$ cat src/rtl/sram_phase_sequencer.sv
// sram_phase_sequencer
// Purpose : fast-domain SRAM sequencer. Turns one 32-bit request per
//           system-clock period into two back-to-back 16-bit SRAM accesses.
//           The low half is accessed first, then the high half. The result is
//           returned before the next system-clock edge.
// Latency : the request is launched at the edge that samples phase 0. The
//           completion (rsp_valid, rsp_rdata) is registered at the edge that
//           samples phase 6, so it is visible from phase 7 onward.
// Backpressure: none. Requests are accepted only at phase 0 while idle and
//           locked. At most one operation runs per system period.
// Ports   : modified_clock_sram/reset - clock and async active-high reset
//           dcm_locked, modified_clock_period - clock-manager lock and phase
//           req_* - system-side request; rsp_* - completion and read data
//           busy, sync_error - status (sync_error is sticky until reset)
//           sram_* - SRAM pad interface (active-low strobes, split data bus)

module sram_phase_sequencer #(
  parameter int RATIO      = 10,
  parameter int ADDR_WIDTH = 18
) (
  input  logic                  modified_clock_sram,
  input  logic                  reset,
  input  logic                  dcm_locked,
  input  logic [7:0]            modified_clock_period,
  input  logic                  req_valid,
  input  logic                  req_write,
  input  logic [ADDR_WIDTH-1:0] req_addr,
  input  logic [31:0]           req_wdata,
  output logic                  rsp_valid,
  output logic [31:0]           rsp_rdata,
  output logic                  busy,
  output logic                  sync_error,
  output logic [ADDR_WIDTH:0]   sram_addr,
  output logic                  sram_ce_n,
  output logic                  sram_oe_n,
  output logic                  sram_we_n,
  output logic [15:0]           sram_dq_out,
  output logic                  sram_dq_oe,
  input  logic [15:0]           sram_dq_in
);

  // The encoding of each active state equals the phase that the next edge
  // must sample while the FSM sits in that state. This makes the alignment
  // check a plain compare.
  typedef enum logic [2:0] {
    ST_IDLE      = 3'd0,
    ST_LO_SETUP  = 3'd1,
    ST_LO_STROBE = 3'd2,
    ST_LO_HOLD   = 3'd3,
    ST_HI_SETUP  = 3'd4,
    ST_HI_STROBE = 3'd5,
    ST_HI_HOLD   = 3'd6
  } state_e;

  localparam logic [7:0] LAST_PHASE = 8'(RATIO - 1);

  state_e                state_q, state_d;
  logic                  wr_q, wr_d;
  logic [ADDR_WIDTH-1:0] addr_q, addr_d;
  logic [15:0]           wdata_hi_q, wdata_hi_d;
  logic [31:0]           temp_q, temp_d;

  logic                  rsp_valid_q, rsp_valid_d;
  logic [31:0]           rsp_rdata_q, rsp_rdata_d;
  logic                  busy_q, busy_d;
  logic                  sync_error_q, sync_error_d;
  logic [ADDR_WIDTH:0]   sram_addr_q, sram_addr_d;
  logic                  ce_n_q, ce_n_d;
  logic                  oe_n_q, oe_n_d;
  logic                  we_n_q, we_n_d;
  logic [15:0]           dq_out_q, dq_out_d;
  logic                  dq_oe_q, dq_oe_d;

  logic                  phase_zero;
  logic                  phase_ok;
  logic                  phase_out_of_range;

  assign phase_zero         = (modified_clock_period == 8'd0);
  assign phase_ok           = (modified_clock_period == {5'd0, state_q});
  // A phase beyond RATIO-1 means the clock manager and this block disagree
  // on the ratio. That is a misalignment even when no access is running.
  assign phase_out_of_range = (modified_clock_period > LAST_PHASE);

  always_comb begin
    state_d      = state_q;
    wr_d         = wr_q;
    addr_d       = addr_q;
    wdata_hi_d   = wdata_hi_q;
    temp_d       = temp_q;
    rsp_valid_d  = rsp_valid_q;
    rsp_rdata_d  = rsp_rdata_q;
    busy_d       = busy_q;
    sync_error_d = sync_error_q;
    sram_addr_d  = sram_addr_q;
    ce_n_d       = ce_n_q;
    oe_n_d       = oe_n_q;
    we_n_d       = we_n_q;
    dq_out_d     = dq_out_q;
    dq_oe_d      = dq_oe_q;

    if (state_q == ST_IDLE) begin
      if (phase_zero) begin
        // The previous completion has been seen by the system edge by now.
        rsp_valid_d = 1'b0;
        if (req_valid && dcm_locked) begin
          state_d     = ST_LO_SETUP;
          wr_d        = req_write;
          addr_d      = req_addr;
          wdata_hi_d  = req_wdata[31:16];
          sram_addr_d = {req_addr, 1'b0};
          ce_n_d      = 1'b0;
          busy_d      = 1'b1;
          if (req_write) begin
            dq_oe_d  = 1'b1;
            dq_out_d = req_wdata[15:0];
          end else begin
            oe_n_d = 1'b0;
          end
        end
      end else if (phase_out_of_range) begin
        sync_error_d = 1'b1;
      end
    end else if (!dcm_locked || !phase_ok) begin
      // Abort overrides the normal step. A lost lock explains any phase
      // disturbance, so it does not raise sync_error.
      state_d = ST_IDLE;
      ce_n_d  = 1'b1;
      oe_n_d  = 1'b1;
      we_n_d  = 1'b1;
      dq_oe_d = 1'b0;
      busy_d  = 1'b0;
      if (dcm_locked) begin
        sync_error_d = 1'b1;
      end
    end else begin
      case (state_q)
        ST_LO_SETUP: begin
          state_d = ST_LO_STROBE;
          if (wr_q) begin
            we_n_d = 1'b0;
          end
        end
        ST_LO_STROBE: begin
          state_d = ST_LO_HOLD;
          we_n_d  = 1'b1;
          if (!wr_q) begin
            temp_d[15:0] = sram_dq_in;
          end
        end
        ST_LO_HOLD: begin
          state_d     = ST_HI_SETUP;
          sram_addr_d = {addr_q, 1'b1};
          if (wr_q) begin
            dq_out_d = wdata_hi_q;
          end
        end
        ST_HI_SETUP: begin
          state_d = ST_HI_STROBE;
          if (wr_q) begin
            we_n_d = 1'b0;
          end
        end
        ST_HI_STROBE: begin
          state_d = ST_HI_HOLD;
          we_n_d  = 1'b1;
          if (!wr_q) begin
            temp_d[31:16] = sram_dq_in;
          end
        end
        ST_HI_HOLD: begin
          state_d     = ST_IDLE;
          ce_n_d      = 1'b1;
          oe_n_d      = 1'b1;
          dq_oe_d     = 1'b0;
          busy_d      = 1'b0;
          rsp_valid_d = 1'b1;
          if (!wr_q) begin
            rsp_rdata_d = temp_q;
          end
        end
        default: begin
          state_d = ST_IDLE;
          ce_n_d  = 1'b1;
          oe_n_d  = 1'b1;
          we_n_d  = 1'b1;
          dq_oe_d = 1'b0;
          busy_d  = 1'b0;
        end
      endcase
    end
  end

  always_ff @(posedge modified_clock_sram or posedge reset) begin
    if (reset) begin
      state_q      <= ST_IDLE;
      wr_q         <= 1'b0;
      addr_q       <= '0;
      wdata_hi_q   <= '0;
      temp_q       <= '0;
      rsp_valid_q  <= 1'b0;
      rsp_rdata_q  <= '0;
      busy_q       <= 1'b0;
      sync_error_q <= 1'b0;
      sram_addr_q  <= '0;
      ce_n_q       <= 1'b1;
      oe_n_q       <= 1'b1;
      we_n_q       <= 1'b1;
      dq_out_q     <= '0;
      dq_oe_q      <= 1'b0;
    end else begin
      state_q      <= state_d;
      wr_q         <= wr_d;
      addr_q       <= addr_d;
      wdata_hi_q   <= wdata_hi_d;
      temp_q       <= temp_d;
      rsp_valid_q  <= rsp_valid_d;
      rsp_rdata_q  <= rsp_rdata_d;
      busy_q       <= busy_d;
      sync_error_q <= sync_error_d;
      sram_addr_q  <= sram_addr_d;
      ce_n_q       <= ce_n_d;
      oe_n_q       <= oe_n_d;
      we_n_q       <= we_n_d;
      dq_out_q     <= dq_out_d;
      dq_oe_q      <= dq_oe_d;
    end
  end

  assign rsp_valid   = rsp_valid_q;
  assign rsp_rdata   = rsp_rdata_q;
  assign busy        = busy_q;
  assign sync_error  = sync_error_q;
  assign sram_addr   = sram_addr_q;
  assign sram_ce_n   = ce_n_q;
  assign sram_oe_n   = oe_n_q;
  assign sram_we_n   = we_n_q;
  assign sram_dq_out = dq_out_q;
  assign sram_dq_oe  = dq_oe_q;

endmodule

$ cat config.mk
export PLATFORM = sky130hd
export DESIGN_NAME = sram_phase_sequencer
export DESIGN_NICKNAME = d
export VERILOG_FILES = /design/src/rtl/sram_phase_sequencer.sv
export SDC_FILE = /design/constraint.sdc
export NUM_CORES = 1
export LEC_CHECK = 0
export ABC_CLOCK_PERIOD_IN_PS = 4600
export CORE_ASPECT_RATIO = 0.9
export CORE_MARGIN = 3
export CORE_UTILIZATION = 33
export CTS_BUF_LIST = sky130_fd_sc_hd__clkbuf_16
export DETAILED_ROUTE_END_ITERATION = 7
export HOLD_SLACK_MARGIN = 0.08
export PLACE_DENSITY = 0.66
export RECOVER_POWER = 50
export SYNTH_ARGS = -nofsm -noshare
export SYNTH_HDL_FRONTEND = slang
export SYNTH_SLANG_ARGS = --single-unit
$ cat constraint.sdc
create_clock -name modified_clock_sram -period 4.6 [get_ports modified_clock_sram]
set_input_delay 0.92 -clock modified_clock_sram [delete_from_list [all_inputs] [get_ports modified_clock_sram]]
set_output_delay 0.92 -clock modified_clock_sram [all_outputs]
set_load 0.005 [all_outputs]
**Word-level counts from Yosys, hierarchy flattened**

Index checks and enable logic that the tools add are counted.

- Flip-flop bits (word level): 144
- Bits in latches: 0
- RAM bits: 0
- Bits in read-only memories: 0
- Input port bits: 79
- Output and inout bits: 74
- Logic and storage cells: 111
- Memories: 0

- $add $sub $neg: 0
- Multiply operators: 0
- Divide/modulo/power cells: 0
- Order comparisons: 1
- Equality and inequality tests: 17
- Shifts and indexed selects: 0
- Muxes and demuxes: 47
- Bitwise gates (word level): 3
- Reduce and logical (&&, ||, !) cells: 27

Operator list:

| cell | number |
|---|---|
| $mux W16 | 7 |
| $mux W19 | 5 |
| $mux W1 | 29 |
| $reduce_and A4 Y1 | 7 |
| $pmux W3 S5 | 1 |
| $mux W3 | 4 |
| $ne A2 B2 Y1 const B | 6 |
| $reduce_and A3 Y1 | 4 |
| $reduce_bool A2 Y1 | 5 |
| $eq A3 B3 Y1 const B | 3 |
| $eq A8 B3 Y1 | 1 |
| $gt A8 B4 Y1 const B | 1 |
| $logic_not A8 Y1 | 1 |
| $eq A3 B2 Y1 const B | 2 |
| $ne A3 B1 Y1 const B | 2 |
| $reduce_and A6 Y1 | 1 |
| $reduce_or A5 Y1 | 1 |
| $ne A2 B1 Y1 const B | 2 |
| $reduce_or A2 Y1 | 2 |
| $eq A3 B1 Y1 const B | 1 |
| $logic_not A3 Y1 | 1 |
| $not A1 Y1 | 3 |
| $logic_not A1 Y1 | 2 |
| $pmux W1 S2 | 1 |
| other kinds (3) | 3 |

**Depth between registers and ports, before layout**

Gate-level depths: netlist (run 1).

- Depth after elaboration: 5
- Gate-level depth with buffers: 8
- Mapped depth without buffers: 5

**Least setup slack after synthesis (run 1)**

OpenSTA, ideal clock, no wires.

- Path type: in2reg
- Start: input modified_clock_period[5]
- End: register dq_out_q[0], in the netlist sram_dq_out[0]
- Setup time: 125 ps
- Arrival time: 3,082 ps
- Data required time: 4,475 ps
- Slack: 1,393 ps
- Stages on the path: 7
- Buffers on the path: 2
- Path through: or4_1 -> buf_2 -> nor4_1 -> nand3_1 -> a21oi_2 -> buf_2 -> mux2_2

- Longest elaborated chain between the ends: 5
- Elaborated cells between the ends (all ways): 7
- Classes of those cells: 3 x eq/ne; 4 x reduce/logical

Ends and longest elaborated chain:

| element | RTL line | text |
|---|---|---|
| start, declared | 24 | `input logic [7:0] modified_clock_period,` |
| $eq A8 B3 Y1 | 79 | `assign phase_ok = (modified_clock_period == {5'd0, state_q});` |
| $logic_not A1 Y1 | 123 | `end else if (!dcm_locked \|\| !phase_ok) begin` |
| $logic_or A1 B1 Y1 | 123 |  |
| $ne A2 B2 Y1 (no source line) | -- |  |
| $reduce_and A6 Y1 (no source line) * | -- |  |
| end signal, assigned | 224 | `dq_out_q <= dq_out_d;` |
| end, declared | 71 | `logic [15:0] dq_out_q, dq_out_d;` |

Mark *: on every way between the ends. The rest lies on a longest branch, timed or not.
A chain may end at the register's enable or synchronous reset.

**Final worst setup path (run 1)**

- Start: input modified_clock_period[5]
- End: register temp_q[22]

- Longest elaborated chain between the ends: 5

Ends and longest elaborated chain:

| element | RTL line | text |
|---|---|---|
| $eq A8 B3 Y1 | 79 |  |
| $logic_not A1 Y1 | 123 |  |
| $logic_or A1 B1 Y1 | 123 |  |
| $not A1 Y1 (no source line) | -- |  |
| $reduce_and A4 Y1 (no source line) | -- |  |
| end signal, assigned | 215 | `temp_q <= temp_d;` |
| end, declared | 61 | `logic [31:0] temp_q, temp_d;` |

Every way passes these cells.

==> results of run 1 <==
synth_stat cells, types with 2 or more instances:
cell type,n,area (µm²)
nand2_1,161,604
or4_1,2,15.0
nor4_1,3,18.8
inv_1,6,22.5
nand2b_1,3,18.8
dfstp_2,3,78.8
nor2_1,7,26.3
xor2_1,2,17.5
buf_2,8,40.0
nor3_1,21,105
dfrtp_1,141,3530
xnor2_1,2,17.5
and3_1,3,18.8
o21ai_0,5,25.0
or3_1,2,12.5
nor2b_1,2,12.5
mux2_2,80,901
nand3_1,2,10.0
clkbuf_1,18,67.6
mux2i_1,19,190
o31ai_1,2,15.0
a21oi_1,23,115
state kept, by name, summed over array words and instances (netlist names), 3 cells and up:
| signal | count |
|---|---|
| wdata_hi_q | 16 |
| temp_q | 32 |
| rsp_rdata | 32 |
| state_q | 3 |
| sram_dq_out | 16 |
| sram_addr | 19 |
| addr_q | 18 |
per-stage QoR:
stage          power, mW  worst slack (ns)  utilization  hold WS, ns  area (µm²)
2_1_floorplan       1.37              1.39            -        0.438        6000
3_3_place_gp        1.49             0.685        0.438        0.448        7760
3_5_place_dp        1.49             0.620        0.438        0.455        7760
4_1_cts             2.86              1.06        0.471        0.467        8350
5_1_grt             2.93             0.947        0.470        0.487        8330
6_report            2.82              1.10        0.470        0.463        8330
kinds of logic (layout without fill, tap and decap cells):
| group | count (synthesis) | count (layout) |
|---|---|---|
| and+or+nand+nor | 212 | 212 |
| buffers and inverters | 34 | 196 |
| AOI/OAI and AO/OA | 37 | 37 |
| muxes | 99 | 99 |
| DFF | 144 | 144 |
| xor gates and xnor gates | 4 | 4 |
area by class of cell:
type | instances | area (µm²) | share of cell area
clock buffers | 17 | 425 | 0.0511
well taps | 240 | 300 | 0.0360
repair buffers | 158 | 1570 | 0.188
inverters | 6 | 26.3 | 0.00315
clock inverters | 15 | 155 | 0.0186
flip-flops and latches | 144 | 3610 | 0.433
multi-input cells | 352 | 2250 | 0.270
layer usage:
layer	vias up	wire (µm)
li1	2079	-
met1	2173	6260
met2	155	6840
met3	18	1410
met4	0	155
met5	-	0
final timing paths:
kind	start	to	slack, ns	cells after the start
max	modified_clock_period[5]	temp_q[22]	1.10	6
min	addr_q[4]	addr_q[4]	0.46	2
max reg2reg	state_q[0]	sram_dq_out[14]	1.75	6
min reg2reg	addr_q[4]	addr_q[4]	0.46	2
max in group asynchronous	reset	wdata_hi_q[15]	1.68	3
min in group asynchronous	reset	rsp_rdata[11]	1.70	3
critical path, delay by kind of cell:
kind,cells,cell delay (ns)
AND/OR/NAND/NOR,4,2.01
multiplexers,1,0.46
buffers and inverters,1,0.40
power breakdown:
part	switching [mW]	internal, mW
clock network	0.510	0.841
logic	0.0686	0.0951
registers	0.0119	1.29
==> metrics.md, run 1 <==
| Metric | Value |
|---|---|
| NumNets Final | `758` |
| Yosys cell types | `37` |
| Syn Std Cell Area | `0.00600 mm²` |
| First-pass detailed-route iteration total | `4` |
| Vias | `4425` |
| Global-route wire length before repair | `23900 µm` |
| Io pins | `153` |
| Area Overhead vs Synth | `38.9%` |
| CTS Buffer Depth | `2` |
| GRT overflow | `0` |
| Post-route setup TNS | `0 ns` |
| Max FO, Critical Path | `16` |
| Fmax | `286 MHz` |
| Chip height | `134 µm` |
| Fin. max-slew vios | `145` |
| GR Util met1 | `0.189` |
| Routability cong. | `0.794` |
| Run status | `finished, violations left` |
| Synth Warn # | `0` |
| Sequential-to-total area share from yosys stat | `0.601` |
| Main synth FF type | `dfrtp_1` |
| Worst-path clk slew | `0.06 ns` |
| Rel. slew slack | `-0.292` |
| Maximum capacitance violations | `1` |
| Gr busiest metal | `met2` |
| Worst skew pair latency | `0.41 ns` |
| Yosys reg bits | `144` |
| Fin crit period | `3.50 ns` |
| Post-CTS sizing | `0` |
| Post-synth net total | `609` |
| Worst path required time | `4.90 ns` |
| Adder-cell share of the synthesized area | `0` |
| Fill count | `1644` |
| Ant. Diodes | `0` |
| Crit Path Class | `in2reg` |
| DRT antenna net count | `0` |
| Initial core utilization | `0.338` |
| Largest family of logic cells by synthesized area | `multiplexers` |
| FFs w/ async S/R, synth | `1.00` |
| Worst setup EP type | `register` |
| Hold-fix buffers, CTS | `0` |
| Post-DR wirelength/cell | `15.7 µm` |
| Period Utilization, post-route | `0.761` |
| HP Class | `reg2reg` |
| Met2 Use GR | `0.240` |
| Post-synth EDFFs | `0` |
| Synth Area in XOR/XNOR | `0.00584` |
| DRC Markers | `0` |
| Commonest non-fill, non-tap cells in the layout | `161 x nand2_1, 141 x dfrtp_1, 114 x clkdlybuf4s50_1` |
| Hold Fails Final Rpt | `0` |
| Overall routing resource usage | `0.152` |
| Critical Path AT | `3.80 ns` |
| Post-CTS Setup Bufs | `0` |
| Power Density | `338 mW/mm²` |
| Failing checks | `capacitance limit, slew limit` |
| Antenna violations before repair | `0` |
| Commonest non-fill, non-tap cell in the layout | `nand2_1` |
| Core Box Area | `0.0177 mm²` |
| Setup Viol. Count Final | `0` |
| Clk sinks | `144` |
| Post-synthesis compound-gate area fraction | `0.0353` |
| Post-DP HPWL | `9920 µm` |
| Die width | `148 µm` |
| CP max stage delay | `0.64 ns` |
| Setup crit start kind | `input pin` |
| Non-Filler Instances | `932` |
| Share of cells above drive strength 1 | `0.178` |
| Pin count of the biggest net entering global routing | `145` |
| Placed cells | `900` |
| Rows | `46` |
| RSZ-0062 raised after global routing | `false` |
| Syn_area_per_cell | `11.3 µm²` |
| Slowest cell on crit path | `or4_1` |
| Number of buffers created by CTS | `17` |
| CP cell instances | `clkdlybuf4s50_1 -> or4_1 -> or4_4 -> nor4_4 -> nand4_2 -> mux2_2` |
| M3 GR Usage | `0.0743` |
| CTS root buf | `clkbuf_16` |
| Die Area | `0.0198 mm²` |
| Cells after synthesis | `530` |
| Leak | `4.30 nW` |
| Clock H-tree levels | `4` |
| Multiplexer share of the synthesized area | `0.182` |
| Vias per cell | `4.75` |
| Maximum VDD drop | `0.000339 V` |
| Vias in the first global route | `4666` |
| Detailed-route wire length | `14700 µm` |
| Worst Skew | `0.00686 ns` |
| Worst slew pin tran | `1.94 ns` |
| CTS tree | `yes` |
| DR iter-0 viols | `192` |
| I/O Buffers | `152` |
| Synth Area in Simple Gates | `0.151` |
(Power assumes the default switching activity.)
==> run 2: changes to the inputs <==
- ABC_CLOCK_PERIOD_IN_PS: 4600 -> 3200
- clock period: 4.6 -> 3.2 ns (I/O delays scaled with it)
==> run 2 against run 1 <==
The flow now finishes without violations. Register-to-register slack got worse by 0.98 ns. Sequential power grew 44%. Sequential cell count unchanged. Combinational power up 45%. Utilization rose by 0.94 points. Global-route usage up 0.43 points. Critical endpoint is now rsp_rdata[23]. Largest power group is now registers. Highest routed layer unchanged.
==> metrics.md, run 2 (same netlist as run 1, synthesis figures left out) <==
| Metric | Value |
|---|---|
| Min-delay src | `addr_q[3]` |
| Commonest non-fill, non-tap cells in the layout | `161 x nand2_1, 141 x dfrtp_1, 114 x clkdlybuf4s50_1` |
| Non-Filler Instances | `948 (+1.7%)` |
| Detailed-route wire length | `15100 µm (+2.7%)` |
| Antenna violations before repair | `0 (unchanged)` |
| Chip height | `134 µm (unchanged)` |
| Worst slew pin tran | `1.39 ns (-0.548 ns)` |
| Hold-fix buffers, CTS | `0 (unchanged)` |
| Pin count of the biggest net entering global routing | `56 (-61%)` |
| CP max stage delay | `0.55 ns (-0.09 ns)` |
| Final core occ | `0.479 (+0.00939)` |
| CTS root buf | `clkbuf_16` |
| Slowest cell on crit path | `or4_1` |
| Global-route wire length before repair | `24800 µm (+4.0%)` |
| Crit Path Class | `in2reg` |
| Initial core utilization | `0.338 (unchanged)` |
| I/O Buffers | `152 (unchanged)` |
| Ant. Diodes | `0 (unchanged)` |
| RSZ-0062 raised after global routing | `false` |
| DR iter-0 viols | `146 (-24%)` |
| Setup crit start kind | `input pin` |
| Vias | `4484 (+1.3%)` |
| Worst path required time | `3.49 ns (-1.41 ns)` |
| Period Utilization, post-route | `0.877` |
| Critical Path AT | `3.10 ns (-0.70 ns)` |
| Power Density | `463 mW/mm² (+37%)` |
| Worst skew pair latency | `0.42 ns (about the same)` |
| Die Area | `0.0198 mm² (unchanged)` |
| Worst Skew | `0.00898 ns (+0.00212 ns)` |
| DRT antenna net count | `0 (unchanged)` |
| CP cell instances | `clkdlybuf4s50_1 -> or4_1 -> or4_4 -> nor4_4 -> nand2_1 -> buf_12 -> mux2_2` |
| Clk sinks | `144 (unchanged)` |
| Worst-path clk slew | `0.06 ns (about the same)` |
| Fin crit period | `2.81 ns` |
| Leak | `4.38 nW (+1.7%)` |
| Hold Fails Final Rpt | `0 (unchanged)` |
| Rows | `46 (unchanged)` |
| Final Cell Area | `0.00850 mm² (+2.0%)` |
| Routability cong. | `0.837 (+5.4%)` |
| Post-DR wirelength/cell | `15.9 µm (+0.97%)` |
| NumNets Final | `775 (+2.2%)` |
| Io pins | `153 (unchanged)` |
| P_sw | `0.883 mW (+49%)` |
| Commonest non-fill, non-tap cell in the layout | `nand2_1` |
| Worst reg2reg path startpoint | `state_q[0]` |
| DRC Markers | `0 (unchanged)` |
| Rel. slew slack | `0.0732 (+0.365)` |
| Fmax | `356 MHz` |
| Post-CTS sizing | `0 (unchanged)` |
| Number of buffers created by CTS | `17 (unchanged)` |
| CTS Buffer Depth | `2 (unchanged)` |
| Int Pwr | `3.05 mW (+37%)` |
| Clock H-tree levels | `4 (unchanged)` |
| Maximum VDD drop | `0.000361 V (+6.3%)` |
| HP Class | `reg2reg` |
| CTS tree | `yes` |
| First-pass detailed-route iteration total | `4 (unchanged)` |
| Setup Viol. Count Final | `0 (unchanged)` |
| Maximum capacitance violations | `0 (-1)` |
| Worst setup EP type | `register` |
| Placed cells | `917 (+1.9%)` |
| Core Box Area | `0.0177 mm² (unchanged)` |
| Die width | `148 µm (unchanged)` |
| Share of cells above drive strength 1 | `0.201 (+0.0228)` |
| Crit path from | `modified_clock_period[5]` |
| Sw frac | `0.224 (+0.0147)` |
| Post-CTS Setup Bufs | `0 (unchanged)` |
| Overall routing resource usage | `0.157 (+0.00432)` |
| Max FO, Critical Path | `32 (+16)` |
| Vias per cell | `4.73 (-0.38%)` |
| Post-DP HPWL | `10600 µm (+7.2%)` |
| Sequential group share of total power | `0.475 (+0.013)` |
| Dpl ws | `-0.0364 ns (-0.657 ns)` |
| Area Overhead vs Synth | `41.7%` |
| Combinational power share | `0.061 (+0.003)` |
| GRT overflow | `0 (unchanged)` |
| Clock share of power | `0.464 (-0.016)` |
| Final worst slack | `0.394 ns (-0.705 ns)` |
| Vias in the first global route | `4799 (+2.9%)` |
| Run status | `finished, final reports clean` |
| Dpl cell area | `0.00799 mm² (+2.9%)` |
| Fin. max-slew vios | `0 (-100%)` |
[run 2: power groups by stage]
stage / clock network, mW / registers, mW / logic, mW
floorplan: 0 / 1.90 / 0.0743
global route: 1.98 / 1.87 / 0.266
global placement: 0 / 1.90 / 0.247
finish: 1.83 / 1.87 / 0.238
CTS: 1.89 / 1.87 / 0.254
detailed placement: 0 / 1.90 / 0.252
[run 2: critical path, delay by kind of cell]
kind / cells / cell delay (ns)
muxes: 1 / 0.30
buffers and inverters: 2 / 0.59
and+or+nand+nor: 4 / 1.54
[run 2: area by class of cell]
class	instances	area, µm²
fillers	1622	9230
flip-flops and latches	144	3610
multi-input cells	352	2250
repair buffers	175	1770
clock buffers	17	425
well taps	240	300
clock inverters	14	118
inverters	6	23.8
[run 2: final timing paths]
path	to	slack [ns]	cells after the start
hold reg to reg	addr_q[3]	0.46	2
min in group asynchronous	temp_q[29]	0.73	2
setup reg to reg	sram_dq_out[3]	0.77	6
hold / removal	addr_q[3]	0.46	2
max in group asynchronous	wdata_hi_q[14]	0.75	3
setup / recovery	rsp_rdata[23]	0.39	7
[run 2: routing by layer]
metal	GRT usage	vias to the layer above	wire length, µm
li1	-	2118	-
met1	0.191	2204	6200
met2	0.254	144	7220
met3	0.0649	18	1410
met4	0.0523	0	225
met5	0	-	0
[run 2: per-stage QoR]
step           hold slack, ns  power [mW]  TNS (ns)
3_5_place_dp            0.456        2.16    -0.674
6_report                0.464        3.93         0
3_3_place_gp            0.448        2.15    -0.462
2_1_floorplan           0.438        1.98         0
5_1_grt                 0.499        4.11         0
4_1_cts                 0.469        4.01         0
